### config.mk
export PLATFORM = sky130hd
export DESIGN_NAME = axil_slave_regfile_flat
export DESIGN_NICKNAME = d
export VERILOG_FILES = /design/src/rtl/axil_slave_regfile_if.sv /design/src/rtl/axil_slave_regfile.sv /design/src/flat_wrapper.sv
export SDC_FILE = /design/constraint.sdc
export NUM_CORES = 1
export LEC_CHECK = 0
export ABC_AREA = 1
export CORE_ASPECT_RATIO = 0.5
export CORE_MARGIN = 2
export CORE_UTILIZATION = 42
export DETAILED_ROUTE_END_ITERATION = 7
export PLACE_DENSITY_LB_ADDON = 0.2
export SETUP_SLACK_MARGIN = 0.2
export SLEW_MARGIN = 5
export SYNTH_ARGS = -nofsm -noshare
export SYNTH_HDL_FRONTEND = slang
export SYNTH_SLANG_ARGS = --single-unit
### constraint.sdc
create_clock -name aclk -period 11.1 [get_ports aclk]
set_input_delay 2.22 -clock aclk [delete_from_list [all_inputs] [get_ports aclk]]
set_output_delay 2.22 -clock aclk [all_outputs]
set_load 0.01 [all_outputs]
### src/rtl/axil_slave_regfile_if.sv
// AXI4-Lite bundle between a master and the axil_slave_regfile responder.
interface axil_slave_regfile_if #(
  parameter int ADDR_W = 8
);
  logic [ADDR_W-1:0] awaddr;
  logic              awvalid;
  logic              awready;
  logic [31:0]       wdata;
  logic [3:0]        wstrb;
  logic              wvalid;
  logic              wready;
  logic [1:0]        bresp;
  logic              bvalid;
  logic              bready;
  logic [ADDR_W-1:0] araddr;
  logic              arvalid;
  logic              arready;
  logic [31:0]       rdata;
  logic [1:0]        rresp;
  logic              rvalid;
  logic              rready;

  modport slave (
    input  awaddr, awvalid, wdata, wstrb, wvalid, bready, araddr, arvalid, rready,
    output awready, wready, bresp, bvalid, arready, rdata, rresp, rvalid
  );

  modport master (
    output awaddr, awvalid, wdata, wstrb, wvalid, bready, araddr, arvalid, rready,
    input  awready, wready, bresp, bvalid, arready, rdata, rresp, rvalid
  );
endinterface

### src/rtl/axil_slave_regfile.sv
// AXI4-Lite register file: NUM_REGS-1 RW control words plus one RO status word.
// Define AXIL_SLAVE_SLVERR_EN to answer out-of-range accesses with SLVERR.
module axil_slave_regfile #(
  parameter int          ADDR_W   = 8,
  parameter int          NUM_REGS = 4,
  parameter logic [31:0] RST_VAL  = '0
) (
  input  logic                   aclk,
  input  logic                   areset,
  axil_slave_regfile_if.slave    s_axi,
  output logic [NUM_REGS*32-1:0] reg_out,
  output logic [NUM_REGS-1:0]    wr_pulse,
  input  logic [31:0]            status_in
);
  localparam int         IDX_W       = ADDR_W - 2;
  localparam int         NUM_RW      = NUM_REGS - 1;
  localparam logic [1:0] RESP_OKAY   = 2'b00;
  localparam logic [1:0] RESP_SLVERR = 2'b10;

  typedef enum logic {W_IDLE, W_RESP} w_state_e;
  typedef enum logic {R_IDLE, R_DATA} r_state_e;

  w_state_e            w_state_q, w_state_d;
  logic                awready_q, awready_d;
  logic                wready_q, wready_d;
  logic                aw_got_q, aw_got_d;
  logic                w_got_q, w_got_d;
  logic [IDX_W-1:0]    widx_q, widx_d;
  logic [31:0]         wdata_q, wdata_d;
  logic [3:0]          wstrb_q, wstrb_d;
  logic                bvalid_q, bvalid_d;
  logic [1:0]          bresp_q, bresp_d;
  logic [NUM_REGS-1:0] wr_pulse_q, wr_pulse_d;
  logic [31:0]         regs_q [NUM_RW];
  logic [31:0]         regs_d [NUM_RW];

  r_state_e            r_state_q, r_state_d;
  logic                arready_q, arready_d;
  logic                rvalid_q, rvalid_d;
  logic [31:0]         rdata_q, rdata_d;
  logic [1:0]          rresp_q, rresp_d;

  logic [IDX_W-1:0]    ridx;
  logic [31:0]         rd_word;
  logic [1:0]          rd_resp;
  logic [1:0]          wr_resp;
  logic                unused_addr_lsbs;

  // Byte lanes inside a word are selected by wstrb, so the address LSBs carry no information.
  assign unused_addr_lsbs = ^{s_axi.awaddr[1:0], s_axi.araddr[1:0]};
  assign ridx             = s_axi.araddr[ADDR_W-1:2];

`ifdef AXIL_SLAVE_SLVERR_EN
  assign wr_resp = (int'(widx_q) >= NUM_REGS) ? RESP_SLVERR : RESP_OKAY;
  assign rd_resp = (int'(ridx) >= NUM_REGS) ? RESP_SLVERR : RESP_OKAY;
`else
  assign wr_resp = RESP_OKAY;
  assign rd_resp = RESP_OKAY;
`endif

  // NOTE: every signal driven here gets a default first, so no path can infer a latch.
  always_comb begin
    w_state_d  = w_state_q;
    awready_d  = awready_q;
    wready_d   = wready_q;
    aw_got_d   = aw_got_q;
    w_got_d    = w_got_q;
    widx_d     = widx_q;
    wdata_d    = wdata_q;
    wstrb_d    = wstrb_q;
    bvalid_d   = bvalid_q;
    bresp_d    = bresp_q;
    wr_pulse_d = '0;
    regs_d     = regs_q;
    case (w_state_q)
      W_IDLE: begin
        if (s_axi.awvalid && awready_q) begin
          aw_got_d = 1'b1;
          widx_d   = s_axi.awaddr[ADDR_W-1:2];
        end
        if (s_axi.wvalid && wready_q) begin
          w_got_d = 1'b1;
          wdata_d = s_axi.wdata;
          wstrb_d = s_axi.wstrb;
        end
        awready_d = !aw_got_d;
        wready_d  = !w_got_d;
        if (aw_got_q && w_got_q) begin
          // Only RW slots match here: the RO word and out-of-range indices fall through.
          for (int k = 0; k < NUM_RW; k++) begin
            if (widx_q == IDX_W'(k)) begin
              for (int b = 0; b < 4; b++) begin
                if (wstrb_q[b]) regs_d[k][8*b +: 8] = wdata_q[8*b +: 8];
              end
              wr_pulse_d[k] = 1'b1;
            end
          end
          aw_got_d  = 1'b0;
          w_got_d   = 1'b0;
          awready_d = 1'b0;
          wready_d  = 1'b0;
          bvalid_d  = 1'b1;
          bresp_d   = wr_resp;
          w_state_d = W_RESP;
        end
      end
      W_RESP: begin
        if (s_axi.bready) begin
          bvalid_d  = 1'b0;
          awready_d = 1'b1;
          wready_d  = 1'b1;
          w_state_d = W_IDLE;
        end
      end
      default: w_state_d = W_IDLE;
    endcase
  end

  // NOTE: sequential state uses non-blocking assignments so every flop samples pre-edge values.
  always_ff @(posedge aclk or posedge areset) begin
    if (areset) begin
      w_state_q  <= W_IDLE;
      awready_q  <= 1'b0;
      wready_q   <= 1'b0;
      aw_got_q   <= 1'b0;
      w_got_q    <= 1'b0;
      widx_q     <= '0;
      wdata_q    <= '0;
      wstrb_q    <= '0;
      bvalid_q   <= 1'b0;
      bresp_q    <= RESP_OKAY;
      wr_pulse_q <= '0;
      // NOTE: these are control registers seen by fabric, so unlike a RAM they must reset.
      for (int k = 0; k < NUM_RW; k++) regs_q[k] <= RST_VAL;
    end else begin
      w_state_q  <= w_state_d;
      awready_q  <= awready_d;
      wready_q   <= wready_d;
      aw_got_q   <= aw_got_d;
      w_got_q    <= w_got_d;
      widx_q     <= widx_d;
      wdata_q    <= wdata_d;
      wstrb_q    <= wstrb_d;
      bvalid_q   <= bvalid_d;
      bresp_q    <= bresp_d;
      wr_pulse_q <= wr_pulse_d;
      regs_q     <= regs_d;
    end
  end

  always_comb begin
    rd_word = '0;
    for (int k = 0; k < NUM_RW; k++) begin
      if (ridx == IDX_W'(k)) rd_word = regs_q[k];
    end
    if (ridx == IDX_W'(NUM_RW)) rd_word = status_in;
  end

  // Read captures from regs_q, so a write committing on the same edge is not yet visible.
  always_comb begin
    r_state_d = r_state_q;
    arready_d = arready_q;
    rvalid_d  = rvalid_q;
    rdata_d   = rdata_q;
    rresp_d   = rresp_q;
    case (r_state_q)
      R_IDLE: begin
        arready_d = 1'b1;
        if (s_axi.arvalid && arready_q) begin
          arready_d = 1'b0;
          rvalid_d  = 1'b1;
          rdata_d   = rd_word;
          rresp_d   = rd_resp;
          r_state_d = R_DATA;
        end
      end
      R_DATA: begin
        if (s_axi.rready) begin
          rvalid_d  = 1'b0;
          arready_d = 1'b1;
          r_state_d = R_IDLE;
        end
      end
      default: r_state_d = R_IDLE;
    endcase
  end

  always_ff @(posedge aclk or posedge areset) begin
    if (areset) begin
      r_state_q <= R_IDLE;
      arready_q <= 1'b0;
      rvalid_q  <= 1'b0;
      rdata_q   <= '0;
      rresp_q   <= RESP_OKAY;
    end else begin
      r_state_q <= r_state_d;
      arready_q <= arready_d;
      rvalid_q  <= rvalid_d;
      rdata_q   <= rdata_d;
      rresp_q   <= rresp_d;
    end
  end

  always_comb begin
    reg_out = '0;
    for (int k = 0; k < NUM_RW; k++) reg_out[32*k +: 32] = regs_q[k];
  end

  assign s_axi.awready = awready_q;
  assign s_axi.wready  = wready_q;
  assign s_axi.bvalid  = bvalid_q;
  assign s_axi.bresp   = bresp_q;
  assign s_axi.arready = arready_q;
  assign s_axi.rvalid  = rvalid_q;
  assign s_axi.rdata   = rdata_q;
  assign s_axi.rresp   = rresp_q;
  assign wr_pulse      = wr_pulse_q;
endmodule

### src/flat_wrapper.sv
// flat-port wrapper written by rule: the top's interface ports become plain ports
module axil_slave_regfile_flat 
#(
  parameter int          ADDR_W   = 8,
  parameter int          NUM_REGS = 4,
  parameter logic [31:0] RST_VAL  = '0
)
  (aclk, areset, reg_out, wr_pulse, status_in, s_axi_awaddr, s_axi_awvalid, s_axi_wdata, s_axi_wstrb, s_axi_wvalid, s_axi_bready, s_axi_araddr, s_axi_arvalid, s_axi_rready, s_axi_awready, s_axi_wready, s_axi_bresp, s_axi_bvalid, s_axi_arready, s_axi_rdata, s_axi_rresp, s_axi_rvalid);
  axil_slave_regfile_if #(.ADDR_W(ADDR_W)) s_axi_i ();
  input  logic aclk;
  input  logic areset;
  output logic [NUM_REGS*32-1:0] reg_out;
  output logic [NUM_REGS-1:0] wr_pulse;
  input  logic [31:0] status_in;
  input wire logic [$bits(s_axi_i.awaddr)-1:0] s_axi_awaddr;
  input wire logic [$bits(s_axi_i.awvalid)-1:0] s_axi_awvalid;
  input wire logic [$bits(s_axi_i.wdata)-1:0] s_axi_wdata;
  input wire logic [$bits(s_axi_i.wstrb)-1:0] s_axi_wstrb;
  input wire logic [$bits(s_axi_i.wvalid)-1:0] s_axi_wvalid;
  input wire logic [$bits(s_axi_i.bready)-1:0] s_axi_bready;
  input wire logic [$bits(s_axi_i.araddr)-1:0] s_axi_araddr;
  input wire logic [$bits(s_axi_i.arvalid)-1:0] s_axi_arvalid;
  input wire logic [$bits(s_axi_i.rready)-1:0] s_axi_rready;
  output wire logic [$bits(s_axi_i.awready)-1:0] s_axi_awready;
  output wire logic [$bits(s_axi_i.wready)-1:0] s_axi_wready;
  output wire logic [$bits(s_axi_i.bresp)-1:0] s_axi_bresp;
  output wire logic [$bits(s_axi_i.bvalid)-1:0] s_axi_bvalid;
  output wire logic [$bits(s_axi_i.arready)-1:0] s_axi_arready;
  output wire logic [$bits(s_axi_i.rdata)-1:0] s_axi_rdata;
  output wire logic [$bits(s_axi_i.rresp)-1:0] s_axi_rresp;
  output wire logic [$bits(s_axi_i.rvalid)-1:0] s_axi_rvalid;
  assign s_axi_i.awaddr = s_axi_awaddr;
  assign s_axi_i.awvalid = s_axi_awvalid;
  assign s_axi_i.wdata = s_axi_wdata;
  assign s_axi_i.wstrb = s_axi_wstrb;
  assign s_axi_i.wvalid = s_axi_wvalid;
  assign s_axi_i.bready = s_axi_bready;
  assign s_axi_i.araddr = s_axi_araddr;
  assign s_axi_i.arvalid = s_axi_arvalid;
  assign s_axi_i.rready = s_axi_rready;
  assign s_axi_awready = s_axi_i.awready;
  assign s_axi_wready = s_axi_i.wready;
  assign s_axi_bresp = s_axi_i.bresp;
  assign s_axi_bvalid = s_axi_i.bvalid;
  assign s_axi_arready = s_axi_i.arready;
  assign s_axi_rdata = s_axi_i.rdata;
  assign s_axi_rresp = s_axi_i.rresp;
  assign s_axi_rvalid = s_axi_i.rvalid;
  axil_slave_regfile #(.ADDR_W(ADDR_W), .NUM_REGS(NUM_REGS), .RST_VAL(RST_VAL)) u_core (.aclk(aclk), .areset(areset), .s_axi(s_axi_i), .reg_out(reg_out), .wr_pulse(wr_pulse), .status_in(status_in));
endmodule
Word level (Yosys, flattened, before mapping)
Index checks and enable logic that the tools add are counted.

storage, ports and cells
  register bits = 182
  input port bits = 91
  logic and storage cells = 97

cells by class
  bitwise operators = 2
  muxes and demuxes = 35
  equality and inequality tests = 9
  reductions and logical operators = 25

operators with widths
  kind                                            number
  two-way mux 32 bit                              4
  AND reduction 4 bit                             12
  two-way mux 1 bit                               22
  == test 6 x 2 -> 1 bit (second input constant)  3
  case mux 1 bit (2 select lines)                 7
  == test 6 x 1 -> 1 bit (second input constant)  2
  zero test 6 bit                                 2
  AND reduction 2 bit                             5
  two-way mux 3 bit                               2
  logical AND 1 bit                               4
  != test 2 x 1 -> 1 bit (second input constant)  2
  != test 2 bit (second input constant)           2
  zero test 1 bit                                 2
  NOT 1 bit                                       2

Depth between registers and ports, before layout
Gate-level depths: netlist of the first run.

  depth in word-level cells = 6
  depth in mapped cells = 8
  gate-level depth less buffers = 8

Worst setup path after synthesis of the first run
Ideal clock, no wire load.

  kind = input port to flip-flop
  from = input port s_axi_araddr[7]
  to = register u_core.rdata_q[2] (netlist: u_core.s_axi.rdata[2])
  arrival time = 3.099 ns
  cell stages on the path = 7
  setup slack = 7.884 ns
  setup time = 0.116 ns
  path through = nor2_1 clkbuf_1 nand4_1 nand2_1 nor2_1 nand2_1 nand2_1

on the way
  word-level cells in the longest chain between the ends = 5
  elaborated cells on any way between the ends = 8
  classes of those cells = 3 x eq/ne; 4 x mux; 1 x reduce/logical

RTL lines
  item                              RTL line                   source
  start: declaration                flat_wrapper.sv:21         input wire logic [$bits(s_axi_i.araddr)-1:0] s_axi_araddr;
  zero test 6 bit                   axil_slave_regfile.sv:154  if (ridx == IDX_W'(k)) rd_word = regs_q[k];
  two-way mux 32 bit (3 in series)  axil_slave_regfile.sv:154
  two-way mux 32 bit (*)            axil_slave_regfile.sv:156  if (ridx == IDX_W'(NUM_RW)) rd_word = status_in;
  end signal: assignment            axil_slave_regfile.sv:199  rdata_q <= rdata_d;
  end: declaration                  axil_slave_regfile.sv:40   logic [31:0] rdata_q, rdata_d;

Mark *: on every way between the ends. The rest lies on a longest branch, timed or not.
A chain may end at the register's enable or synchronous reset.

Worst setup path in the final report of the first run
  from = input port s_axi_araddr[6]
  to = register u_core.rdata_q[21] (netlist: u_core.s_axi.rdata[21])

The elaborated chain is that of the path after synthesis.

==> results of run 1 <==
==> routing by layer <==
| layer | wire length, um | part of all wire (%) | up-vias | track usage [%] |
|---|---|---|---|---|
| li1 | - | - | 3680 | - |
| met1 | 12350 | 45 | 3663 | 36.99 |
| met2 | 11940 | 44 | 325 | 37.39 |
| met3 | 2683 | 9.8 | 22 | 7.891 |
| met4 | 298 | 1.1 | 2 | 5.663 |
| met5 | 13 | 0.048 | - | 0 |
==> state kept, by name, summed over array words and instances, names as in the netlist <==
| register | flops |
|---|---|
| u_core.s_axi.awready | 1 |
| u_core.s_axi.wready | 1 |
| u_core.s_axi.bvalid | 1 |
| u_core.w_got_q | 1 |
| u_core.w_state_q | 1 |
| u_core.wdata_q | 32 |
| u_core.s_axi.rdata | 32 |
| u_core.aw_got_q | 1 |
| u_core.wstrb_q | 4 |
| u_core.r_state_q | 1 |
| u_core.widx_q | 6 |
| u_core.s_axi.rvalid | 1 |
| u_core.reg_out | 96 |
| u_core.wr_pulse | 3 |
| u_core.s_axi.arready | 1 |
==> cell usage in the layout (no fill, tap or decap), types with 28 or more instances in the layout <==
cell                              Yosys  layout
sky130_fd_sc_hd__nand3_1            142     141
sky130_fd_sc_hd__dfrtp_1            182     182
sky130_fd_sc_hd__nand4_1             80      80
sky130_fd_sc_hd__nand2_1            263     263
sky130_fd_sc_hd__nor2_1             119     112
sky130_fd_sc_hd__clkdlybuf4s50_1      0     222
sky130_fd_sc_hd__mux2_2              28      28
sky130_fd_sc_hd__o21ai_0             34      34
sky130_fd_sc_hd__conb_1               1      37
sky130_fd_sc_hd__inv_1               37      36
==> cells by family (layout without fill, tap and decap cells) <==
logic type             Yosys count  in the layout  share of synthesized area (%)
buffers and inverters          135            300                          7.933
and+or+nand+nor                613            613                          32.01
other                            1             37                        0.04379
DFF                            182            182                          53.18
muxes                           28             28                          3.681
AOI/OAI and AO/OA               54             54                          3.156
==> power by group <==
group	leakage [uW]	total (uW)	internal [uW]	switching (uW)
Combinational	0.00281	970	481	489
Clock	0.000293	636	384	253
Sequential	0.00235	1160	919	239
Total	0.00545	2760	1780	980
==> worst max-delay path by stage <==
stage,start,endpoint,cells past startpoint,slack [ns]
global route,s_axi_araddr[4],u_core.s_axi.rdata[21],8,6.68
floorplan,areset,u_core.aw_got_q,1,3.94
detailed placement,s_axi_araddr[6],u_core.s_axi.rdata[14],8,6.47
finish,s_axi_araddr[6],u_core.s_axi.rdata[21],8,6.87
CTS,s_axi_araddr[6],u_core.s_axi.rdata[21],8,6.89
global placement,s_axi_araddr[6],u_core.s_axi.rdata[21],8,6.50
==> area by class of cell <==
class / count / area [um2]
Fill cell: 1807 / 8270
Sequential cell: 182 / 4554
Multi-Input combinational cell: 732 / 3508
Timing Repair Buffer: 233 / 2305
Clock buffer: 19 / 452.9
Tap cell: 266 / 332.8
Clock inverter: 9 / 153.9
Inverter: 39 / 151.4
==> Yosys cell counts, drive strengths merged <==
library cell	number	area [um2]
nand2	264	993.5
dfrtp	182	4554
nand3	142	710.7
nor2	123	491.7
nand4	80	500.5
buf	52	366.6
clkbuf	44	166.4
inv	38	142.6
o21ai	34	170.2
mux2	28	315.3
a21oi	20	100.1
nor3	2	32.53
clkinv	1	3.750
conb	1	3.750
nor4	1	6.260
or2	1	6.260
==> metrics by stage <==
| step | power [uW] | std cells | utilization [%] | hold WS [ns] |
|---|---|---|---|---|
| after floorplan | 1592 | 1049 | - | 0.4245 |
| after global placement | 2112 | 1452 | 55.00 | 0.4425 |
| after detailed placement | 2140 | 1452 | 55.00 | 0.4575 |
| after CTS | 2778 | 1480 | 58.08 | 0.4624 |
| after global routing | 2929 | 1480 | 58.08 | 0.4886 |
| final | 2764 | 1480 | 58.08 | 0.4645 |
==> load_flow_metrics.sql, run 1 <==
INSERT INTO impl_metrics (metric_group, metric, value, unit) VALUES
('detailed_routing', 'route.detailed.drc', '0', ''),
('placement', 'dp.final_hpwl', '19150', 'um'),
('worst_setup_path', 'setup.reg_to_reg.worst_slack', '8.75', 'ns'),
('cells_and_area', 'fin_nets', '1296', ''),
('grt', 'antenna_found_initial', '1', ''),
('cells_and_area', 'share_of_post_route_cells_with_drive_strength_above_1', '7.002', '%'),
('power', 'p_leak', '0.005453', 'uW'),
('placement', 'number_of_buffers_inserted_by_port_buffering', '222', ''),
('placement', 'dp_worst_setup_slack', '6.475', 'ns'),
('sta', 'clock_skew', '0.008648', 'ns'),
('yosys', 'ys_types', '22', ''),
('yosys', 'postSynthRegisterBits', '182', ''),
('placement', 'gpl.final_weighted_congestion', '0.8778', ''),
('placement', 'detailed_place.area', '10850', 'um2'),
('sta', 'worst_slack', '6.866', 'ns'),
('worst_setup_path', 'cp_cell_sequence', 'clkdlybuf4s50_1, inv_1, nand2_1, nor2_4, nand2_1, nand3_1, nand2_1, nand2_1', ''),
('yosys', 'ys.warnings.count', '0', ''),
('floorplanning', 'die_w', '206.0', 'um'),
('grt', 'gr-total-overflow', '0', ''),
('flow_run', 'timing.max_cap.violations', '0', ''),
('floorplanning', 'fp-row-count', '36', ''),
('worst_setup_path', 'endpoint_kind', 'flip-flop', ''),
('power', 'power_density', '241.2', 'nW/um2'),
('cells_and_area', 'diodes', '0', ''),
('worst_setup_path', 'cp_max_fo', '43', ''),
('sta', 'tns', '0', 'ns'),
('floorplanning', 'placeableCoreArea', '19730', 'um2'),
('sta', 'hold_viol_final', '0', ''),
('worst_setup_path', 'critPathLaunchType', 'primary input', ''),
('worst_setup_path', 'timing.critical_path.max_delay_family', 'simple AND/OR/NAND/NOR gates', ''),
('worst_setup_path', 'timing_worst_setup_path_type', 'primary input to flip-flop', ''),
('clock_tree', 'clkLatencyLatePin', '0.42', 'ns'),
('cells_and_area', 'post-route-cell-area', '11460', 'um2'),
('worst_setup_path', 'crit_path_frequent_cell', 'sky130_fd_sc_hd__nand2_1', ''),
('clock_tree', 'cts_post_setup_buffers_inserted', '0', ''),
('worst_setup_path', 'worstReg2RegEnd', 'u_core.reg_out[70]', ''),
('worst_setup_path', 'required', '11.46', 'ns'),
('clock_tree', 'numCtsBuffers', '17', ''),
('power', 'vdd_ir_drop_max', '206.1', 'uV'),
('worst_setup_path', 'cp_data_arrival_time', '4.59', 'ns'),
('detailed_routing', 'vias_per_cell', '5.197', ''),
('sta', 'tightest_slew', '1.212', 'ns'),
('run_status', 'outcome', 'finished clean', ''),
('min_path', 'hold_class', 'flip-flop to flip-flop', ''),
('detailed_routing', 'drt_wl_total', '27280', 'um'),
('grt', 'track_usage', '25.55', '%'),
('min_path', 'holdCritStartpoint', 'u_core.widx_q[3]', ''),
('detailed_routing', 'detail_route.iter0.violations', '646', ''),
('clock_tree', 'h-tree-depth', '4', ''),
('clock_tree', 'ctsRootBufferMaster', 'sky130_fd_sc_hd__clkbuf_16', ''),
('floorplanning', 'initial_core_util', '43.41', '%'),
('sta', 'finalSetupViolations', '0', ''),
('clock_tree', 'cts_max_path_bufs', '2', ''),
('grt', 'grt_max_degree', '102', ''),
('worst_setup_path', 'slowest_stage', 'sky130_fd_sc_hd__nor2_4', ''),
('floorplanning', 'design.die.area', '21620', 'um2'),
('clock_tree', 'tritoncts', 'yes', ''),
('worst_setup_path', 'cpPeakStageDelay', '0.78', 'ns'),
('worst_setup_path', 'reg2reg_from', 'u_core.w_state_q', ''),
('floorplanning', 'die-height', '105.0', 'um'),
('clock_tree', 'worst_setup_hold_path_clk_slew', '0.06', 'ns'),
('yosys', 'synth_sequential_area_ratio', '53.18', '%'),
('clock_tree', 'hold_fix_buffers_at_cts', '0', ''),
('detailed_routing', 'drt-wirelength-per-cell', '18.44', 'um'),
('sta', 'slew_violations', '0', ''),
('sta', 'unrepaired_setup_endpoints_after_global_routing', 'no', ''),
('sta', 'slew_headroom', '18.90', '%'),
('floorplanning', 'ioPinCount', '264', ''),
('grt', 'grt_first_pass_wirelength', '41920', 'um'),
('sta', 'fin_crit_sh', '38.14', '%'),
('grt', 'grt_pass1_vias', '7323', '');
No activity file was read; power rests on OpenSTA's default activity.
==> run 2: changes to the inputs <==
- clock period: 11.1 -> 4.4 ns (I/O delays scaled with it)
==> run 2 against run 1 <==
  * Sequential share of layout area down 0.082 points
  * Count of clock-buffer cells in the layout grew 1
  * Utilization increased by 0.12 points
  * Combinational power grew to 2.5 times the previous value
  * Clock power is 140% higher
  * Power rose by 150%
  * First-iteration DRC count rose by 4.6%
  * Global-route usage barely moved
  * Largest power group unchanged
  * Via count grew 1.1%
  * Critical path depth unchanged
==> load_flow_metrics.sql, run 2 (synthesis gave the netlist of run 1 again) <==
INSERT INTO impl_metrics (metric_group, metric, value, unit) VALUES
('run_status', 'outcome', 'finished clean', ''),
('cells_and_area', 'layout.filler_cells', '1770', ''),
('sta', 'timing.fmax', '0.3672', 'GHz'),
('cells_and_area', 'area.growth.synth_to_final', '34.07', '%'),
('worst_setup_path', 'timing.critical_path.max_delay_family', 'simple AND/OR/NAND/NOR gates', ''),
('sta', 'tns', '0', 'ns'),
('floorplanning', 'die-height', '105.0', 'um'),
('sta', 'unrepaired_setup_endpoints_after_global_routing', 'no', ''),
('power', 'p_leak', '0.005452', 'uW'),
('clock_tree', 'ctsRootBufferMaster', 'sky130_fd_sc_hd__clkbuf_16', ''),
('power', 'netSwitchingFraction', '36.35', '%'),
('worst_setup_path', 'cp_num_buf_inv', '3', ''),
('worst_setup_path', 'cp_max_fo', '16', ''),
('detailed_routing', 'dr_total_vias', '7773', ''),
('floorplanning', 'initial_core_util', '43.41', '%'),
('power', 'net-switching-power', '2508', 'uW'),
('cells_and_area', 'fin_util', '58.20', '%'),
('detailed_routing', 'detail_route.iter0.violations', '676', ''),
('min_path', 'whs_path_depth', '1', ''),
('placement', 'dp_worst_setup_slack', '1.294', 'ns'),
('worst_setup_path', 'reg2reg_from', 'u_core.widx_q[5]', ''),
('placement', 'detailed_place.area', '10900', 'um2'),
('power', 'clock_power_share', '22.3', '%'),
('clock_tree', 'cts_post_setup_buffers_inserted', '0', ''),
('power', 'vdd_ir_drop_max', '358.9', 'uV'),
('clock_tree', 'numCtsBuffers', '17', ''),
('grt', 'grt_max_degree', '126', ''),
('detailed_routing', 'vias_per_cell', '5.234', ''),
('cells_and_area', 'commonest_non_fill_non_tap_cell_in_the_layout', 'sky130_fd_sc_hd__nand2_1', ''),
('cells_and_area', 'post-route-cell-area', '11480', 'um2'),
('worst_setup_path', 'cp_data_arrival_time', '3.07', 'ns'),
('worst_setup_path', 'endpoint_kind', 'flip-flop', ''),
('cells_and_area', 'share_of_post_route_cells_with_drive_strength_above_1', '7.219', '%'),
('clock_tree', 'cts_max_path_bufs', '2', ''),
('worst_setup_path', 'worstRegToRegCells', '5', ''),
('sta', 'layout_min_cycle_time', '2.723', 'ns'),
('detailed_routing', 'route.detailed.drc', '0', ''),
('sta', 'hold_viol_final', '0', ''),
('floorplanning', 'design.die.area', '21620', 'um2'),
('clock_tree', 'clkLatencyLatePin', '0.42', 'ns'),
('cells_and_area', 'mostFrequentLayoutCells', 'sky130_fd_sc_hd__nand2_1 (263), sky130_fd_sc_hd__clkdlybuf4s50_1 (222), sky130_fd_sc_hd__dfrtp_1 (182)', ''),
('sta', 'slew_headroom', '21.31', '%'),
('detailed_routing', 'drt-wirelength-per-cell', '18.42', 'um'),
('grt', 'gr-total-overflow', '0', ''),
('min_path', 'holdCritStartpoint', 'u_core.widx_q[2]', ''),
('power', 'pwr-share-comb', '35.5', '%'),
('worst_setup_path', 'required', '4.75', 'ns'),
('grt', 'grt_pass1_vias', '7331', ''),
('power', 'internal_power', '4391', 'uW'),
('sta', 'fin_crit_sh', '61.89', '%'),
('floorplanning', 'ioPinCount', '264', ''),
('detailed_routing', 'number_of_iterations_in_the_first_detailed_routing_pass', '5', ''),
('clock_tree', 'hold_fix_buffers_at_cts', '0', ''),
('worst_setup_path', 'critPathLaunchType', 'primary input', ''),
('sta', 'clock_skew', '0.01288', 'ns'),
('clock_tree', 'h-tree-depth', '4', ''),
('sta', 'slew_violations', '0', ''),
('clock_tree', 'worst_setup_hold_path_clk_slew', '0.07', 'ns'),
('power', 'seq_power_share', '42.2', '%'),
('clock_tree', 'cts.sink_count', '182', ''),
('power', 'power', '6899', 'uW'),
('worst_setup_path', 'cp_cell_sequence', 'clkdlybuf4s50_1, inv_1, nor2_2, buf_4, nand4_1, nand3_1, nor2_1, nor2_1', ''),
('worst_setup_path', 'crit_path_frequent_cell', 'sky130_fd_sc_hd__nor2_1', ''),
('min_path', 'min_delay_worst_endpoint', 'u_core.wr_pulse[2]', ''),
('grt', 'grt_first_pass_wirelength', '41920', 'um'),
('cells_and_area', 'seq_area', '4554', 'um2'),
('placement', 'dp.final_hpwl', '19380', 'um'),
('grt', 'antenna_found_initial', '0', ''),
('cells_and_area', 'number_of_flip_flops_under_the_largest_register_name', '96', ''),
('cells_and_area', 'multiInputGateArea', '3508', 'um2'),
('worst_setup_path', 'cpPeakStageDelay', '0.67', 'ns'),
('worst_setup_path', 'setup.reg_to_reg.worst_slack', '1.96', 'ns'),
('floorplanning', 'die_w', '206.0', 'um'),
('placement', 'number_of_buffers_inserted_by_port_buffering', '222', ''),
('sta', 'worst_slack', '1.677', 'ns'),
('detailed_routing', 'route.antenna.remaining_nets', '0', ''),
('worst_setup_path', 'timing_worst_setup_path_type', 'primary input to flip-flop', ''),
('floorplanning', 'fp-row-count', '36', ''),
('clock_tree', 'post_cts_resize_count', '0', ''),
('sta', 'tightest_slew', '1.176', 'ns'),
('flow_run', 'timing.max_cap.violations', '0', ''),
('placement', 'gpl.final_weighted_congestion', '0.8480', ''),
('detailed_routing', 'drt_wl_total', '27360', 'um'),
('floorplanning', 'placeableCoreArea', '19730', 'um2'),
('power', 'power_density', '600.8', 'nW/um2'),
('cells_and_area', 'diodes', '0', ''),
('worst_setup_path', 'slowest_stage', 'sky130_fd_sc_hd__nor2_2', ''),
('clock_tree', 'tritoncts', 'yes', ''),
('sta', 'finalSetupViolations', '0', ''),
('worst_setup_path', 'worstReg2RegEnd', 'u_core.reg_out[3]', ''),
('cells_and_area', 'fin_nets', '1297', ''),
('grt', 'track_usage', '25.52', '%'),
('min_path', 'hold_class', 'flip-flop to flip-flop', '');
-- run 2: changes by cell type in the layout (fill, tap and decap cells not counted), sizes merged --
| cell | before | now |
|---|---|---|
| clkinvlp | 2 | 4 |
| buf | 11 | 12 |
| bufinv | 4 | 2 |
| clkinv | 5 | 4 |
| inv | 37 | 41 |
| clkbuf | 19 | 20 |
-- run 2: worst reg2reg max path, cell delays in order, from the launching register on --
cell	delay [ns]
sky130_fd_sc_hd__dfrtp_1	0.37
sky130_fd_sc_hd__or2_2	0.37
sky130_fd_sc_hd__nor3_4	0.85
sky130_fd_sc_hd__nand2_1	0.51
sky130_fd_sc_hd__nand2_1	0.16
sky130_fd_sc_hd__nand2_1	0.07
-- run 2: cell type report --
type | instances | area share (%)
clock buffers | 20 | 3.890
clock inverters | 12 | 1.220
inverters | 39 | 1.308
multi-input cells | 732 | 30.55
flip-flops and latches | 182 | 39.66
well taps | 266 | 2.899
repair buffers | 234 | 20.46
-- run 2: power groups by stage --
stage	clock network (uW)	registers, uW	logic, uW
2_1_floorplan	0	2940	1070
3_3_place_gp	0	2900	2410
3_5_place_dp	0	2930	2460
4_1_cts	1560	2900	2470
5_1_grt	1630	2990	2680
6_report	1540	2910	2450
-- run 2: worst max path at each step --
stage / slack, ns / start / end / depth (start not counted)
3_3_place_gp: 1.33 / s_axi_araddr[3] / u_core.s_axi.rdata[13] / 8
3_5_place_dp: 1.29 / s_axi_araddr[3] / u_core.s_axi.rdata[13] / 8
4_1_cts: 1.72 / s_axi_araddr[3] / u_core.s_axi.rdata[13] / 8
6_report: 1.68 / s_axi_araddr[3] / u_core.s_axi.rdata[13] / 8
2_1_floorplan: 1.18 / areset / u_core.aw_got_q / 1
5_1_grt: 1.53 / s_axi_araddr[3] / u_core.s_axi.rdata[12] / 8
-- run 2: per-layer routing --
metal	GRT usage, %	wire length (um)
met1	38.10	12720
met2	37.58	11920
met3	5.739	2364
met4	5.816	351
met5	0	0
-- run 2: metrics by stage --
| stage | hold WS [ns] | instances |
|---|---|---|
| after floorplan | 0.4245 | 1049 |
| after global placement | 0.4417 | 1453 |
| after detailed placement | 0.4603 | 1453 |
| after CTS | 0.4600 | 1485 |
| after global routing | 0.4664 | 1485 |
| final | 0.4605 | 1485 |
==> run 3: changes to the inputs <==
- clock period: 4.4 -> 2.5 ns (I/O delays scaled with it)
==> run 3 against run 2 <==
  * Non-clock buffer count rose by 15
  * Flip-flop and latch count did not move
  * Power rose by 77%
  * Count of clock-buffer cells in the layout fell by 2
==> load_flow_metrics.sql, run 3 (synthesis gave the netlist of run 1 again) <==
INSERT INTO impl_metrics (metric_group, metric, value, unit) VALUES
('run_status', 'outcome', 'finished clean', ''),
('power', 'netSwitchingFraction', '36.83', '%'),
('worst_setup_path', 'endpoint_kind', 'flip-flop', ''),
('detailed_routing', 'number_of_iterations_in_the_first_detailed_routing_pass', '5', ''),
('clock_tree', 'worst_setup_hold_path_clk_slew', '0.07', 'ns'),
('cells_and_area', 'share_of_post_route_cells_with_drive_strength_above_1', '8.428', '%'),
('cells_and_area', 'number_of_flip_flops_under_the_largest_register_name', '96', ''),
('min_path', 'hold_class', 'primary input to async pin', ''),
('cells_and_area', 'commonest_non_fill_non_tap_cell_in_the_layout', 'sky130_fd_sc_hd__nand2_1', ''),
('sta', 'slew_violations', '0', ''),
('worst_setup_path', 'timing_worst_setup_path_type', 'flip-flop to flip-flop', ''),
('cells_and_area', 'layout.filler_cells', '1732', ''),
('clock_tree', 'cts_post_setup_buffers_inserted', '0', ''),
('floorplanning', 'fp-row-count', '36', ''),
('detailed_routing', 'vias_per_cell', '5.245', ''),
('power', 'seq_power_share', '42.0', '%'),
('power', 'clock_power_share', '21.8', '%'),
('detailed_routing', 'drt_wl_total', '27200', 'um'),
('grt', 'grt_first_pass_wirelength', '42320', 'um'),
('clock_tree', 'h-tree-depth', '4', ''),
('grt', 'grt_pass1_vias', '7343', ''),
('sta', 'timing.fmax', '0.4828', 'GHz'),
('detailed_routing', 'detail_route.iter0.violations', '634', ''),
('worst_setup_path', 'cp_num_buf_inv', '0', ''),
('worst_setup_path', 'worstReg2RegEnd', 'u_core.reg_out[1]', ''),
('sta', 'hold_viol_final', '0', ''),
('cells_and_area', 'mostFrequentLayoutCells', 'sky130_fd_sc_hd__nand2_1 (263), sky130_fd_sc_hd__clkdlybuf4s50_1 (222), sky130_fd_sc_hd__dfrtp_1 (182)', ''),
('cells_and_area', 'area.growth.synth_to_final', '35.95', '%'),
('power', 'p_leak', '0.005539', 'uW'),
('sta', 'clock_skew', '0.01204', 'ns'),
('worst_setup_path', 'crit_path_frequent_cell', 'sky130_fd_sc_hd__nand2_1', ''),
('worst_setup_path', 'critPathLaunchType', 'flip-flop', ''),
('worst_setup_path', 'cpPeakStageDelay', '0.61', 'ns'),
('clock_tree', 'cts_max_path_bufs', '2', ''),
('power', 'power', '12200', 'uW'),
('grt', 'gr-total-overflow', '0', ''),
('floorplanning', 'design.die.area', '21620', 'um2'),
('worst_setup_path', 'cp_max_fo', '13', ''),
('clock_tree', 'numCtsBuffers', '17', ''),
('cells_and_area', 'post-route-cell-area', '11640', 'um2'),
('detailed_routing', 'route.antenna.remaining_nets', '0', ''),
('worst_setup_path', 'slowest_stage', 'sky130_fd_sc_hd__nor3_4', ''),
('cells_and_area', 'seq_area', '4554', 'um2'),
('sta', 'finalSetupViolations', '0', ''),
('placement', 'gpl.final_weighted_congestion', '0.9025', ''),
('clock_tree', 'clkLatencyLatePin', '0.44', 'ns'),
('floorplanning', 'die-height', '105.0', 'um'),
('placement', 'number_of_buffers_inserted_by_port_buffering', '222', ''),
('detailed_routing', 'route.detailed.drc', '0', ''),
('cells_and_area', 'fin_nets', '1312', ''),
('sta', 'slew_headroom', '55.01', '%'),
('detailed_routing', 'dr_total_vias', '7872', ''),
('clock_tree', 'cts.sink_count', '182', ''),
('floorplanning', 'placeableCoreArea', '19730', 'um2'),
('worst_setup_path', 'setup.reg_to_reg.worst_slack', '0.43', 'ns'),
('power', 'internal_power', '7704', 'uW'),
('worst_setup_path', 'required', '2.83', 'ns'),
('grt', 'antenna_found_initial', '2', ''),
('sta', 'tightest_slew', '0.6727', 'ns'),
('power', 'power_density', '1047', 'nW/um2'),
('sta', 'unrepaired_setup_endpoints_after_global_routing', 'no', ''),
('flow_run', 'timing.max_cap.violations', '0', ''),
('clock_tree', 'hold_fix_buffers_at_cts', '0', ''),
('clock_tree', 'tritoncts', 'yes', ''),
('power', 'pwr-share-comb', '36.2', '%'),
('cells_and_area', 'multiInputGateArea', '3508', 'um2'),
('worst_setup_path', 'worstRegToRegCells', '5', ''),
('power', 'net-switching-power', '4492', 'uW'),
('grt', 'track_usage', '25.75', '%'),
('power', 'vdd_ir_drop_max', '685.7', 'uV'),
('floorplanning', 'die_w', '206.0', 'um'),
('floorplanning', 'ioPinCount', '264', ''),
('floorplanning', 'initial_core_util', '43.41', '%'),
('placement', 'detailed_place.area', '11070', 'um2'),
('worst_setup_path', 'timing.critical_path.max_delay_family', 'simple AND/OR/NAND/NOR gates', ''),
('placement', 'dp.final_hpwl', '19760', 'um'),
('cells_and_area', 'fin_util', '59.02', '%'),
('sta', 'fin_crit_sh', '82.85', '%'),
('grt', 'grt_max_degree', '81', ''),
('worst_setup_path', 'reg2reg_from', 'u_core.widx_q[5]', ''),
('clock_tree', 'ctsRootBufferMaster', 'sky130_fd_sc_hd__clkbuf_16', ''),
('clock_tree', 'post_cts_resize_count', '0', ''),
('worst_setup_path', 'cp_cell_sequence', 'or2_2, nor3_4, nand2_1, nand2_1, nand2_1', ''),
('detailed_routing', 'drt-wirelength-per-cell', '18.12', 'um'),
('worst_setup_path', 'cp_data_arrival_time', '2.40', 'ns'),
('sta', 'layout_min_cycle_time', '2.071', 'ns');
run 3: through the flow:
stage	std cells	hold WS, ns	setup TNS [ns]	setup slack, ns
2_1_floorplan	1049	0.4245	-61.25	-0.3366
3_3_place_gp	1468	0.4415	0	0.3082
3_5_place_dp	1468	0.4547	0	0.2630
4_1_cts	1500	0.3942	0	0.4462
5_1_grt	1500	0.4149	0	0.3279
6_report	1501	0.3938	0	0.4289
run 3: worst max-delay path by stage:
stage                startpoint                endpoint  slack (ns)  cells after the start
5_1_grt        u_core.widx_q[5]       u_core.reg_out[4]        0.33                      5
2_1_floorplan            areset         u_core.aw_got_q       -0.34                      1
6_report       u_core.widx_q[5]       u_core.reg_out[1]        0.43                      5
3_5_place_dp    s_axi_araddr[3]   u_core.s_axi.rdata[2]        0.26                      9
3_3_place_gp    s_axi_araddr[3]  u_core.s_axi.rdata[11]        0.31                      9
4_1_cts        u_core.widx_q[5]      u_core.reg_out[69]        0.45                      5
run 3: area by class of cell:
type	count	share of cell area (%)
inverters	39	1.289
clock inverters	14	1.214
repair buffers	249	21.68
multi-input cells	732	30.13
flip-flops and latches	182	39.11
well taps	266	2.858
clock buffers	18	3.686
diodes	1	0.02149
run 3: power groups by stage:
stage               clock network [uW]  logic (uW)  registers (uW)
floorplan                            0        1890            5180
global route                      2840        4830            5270
finish                            2660        4410            5130
global placement                     0        4340            5130
detailed placement                   0        4440            5160
CTS                               2700        4450            5110
run 3: per-layer routing:
metal / global-route usage, % / vias to the layer above / share of wire (%)
met5: 0 / - / 0
met4: 8.010 / 0 / 2.1
met3: 7.829 / 38 / 9.7
met2: 36.77 / 336 / 43
met1: 37.24 / 3769 / 45
li1: - / 3729 / -
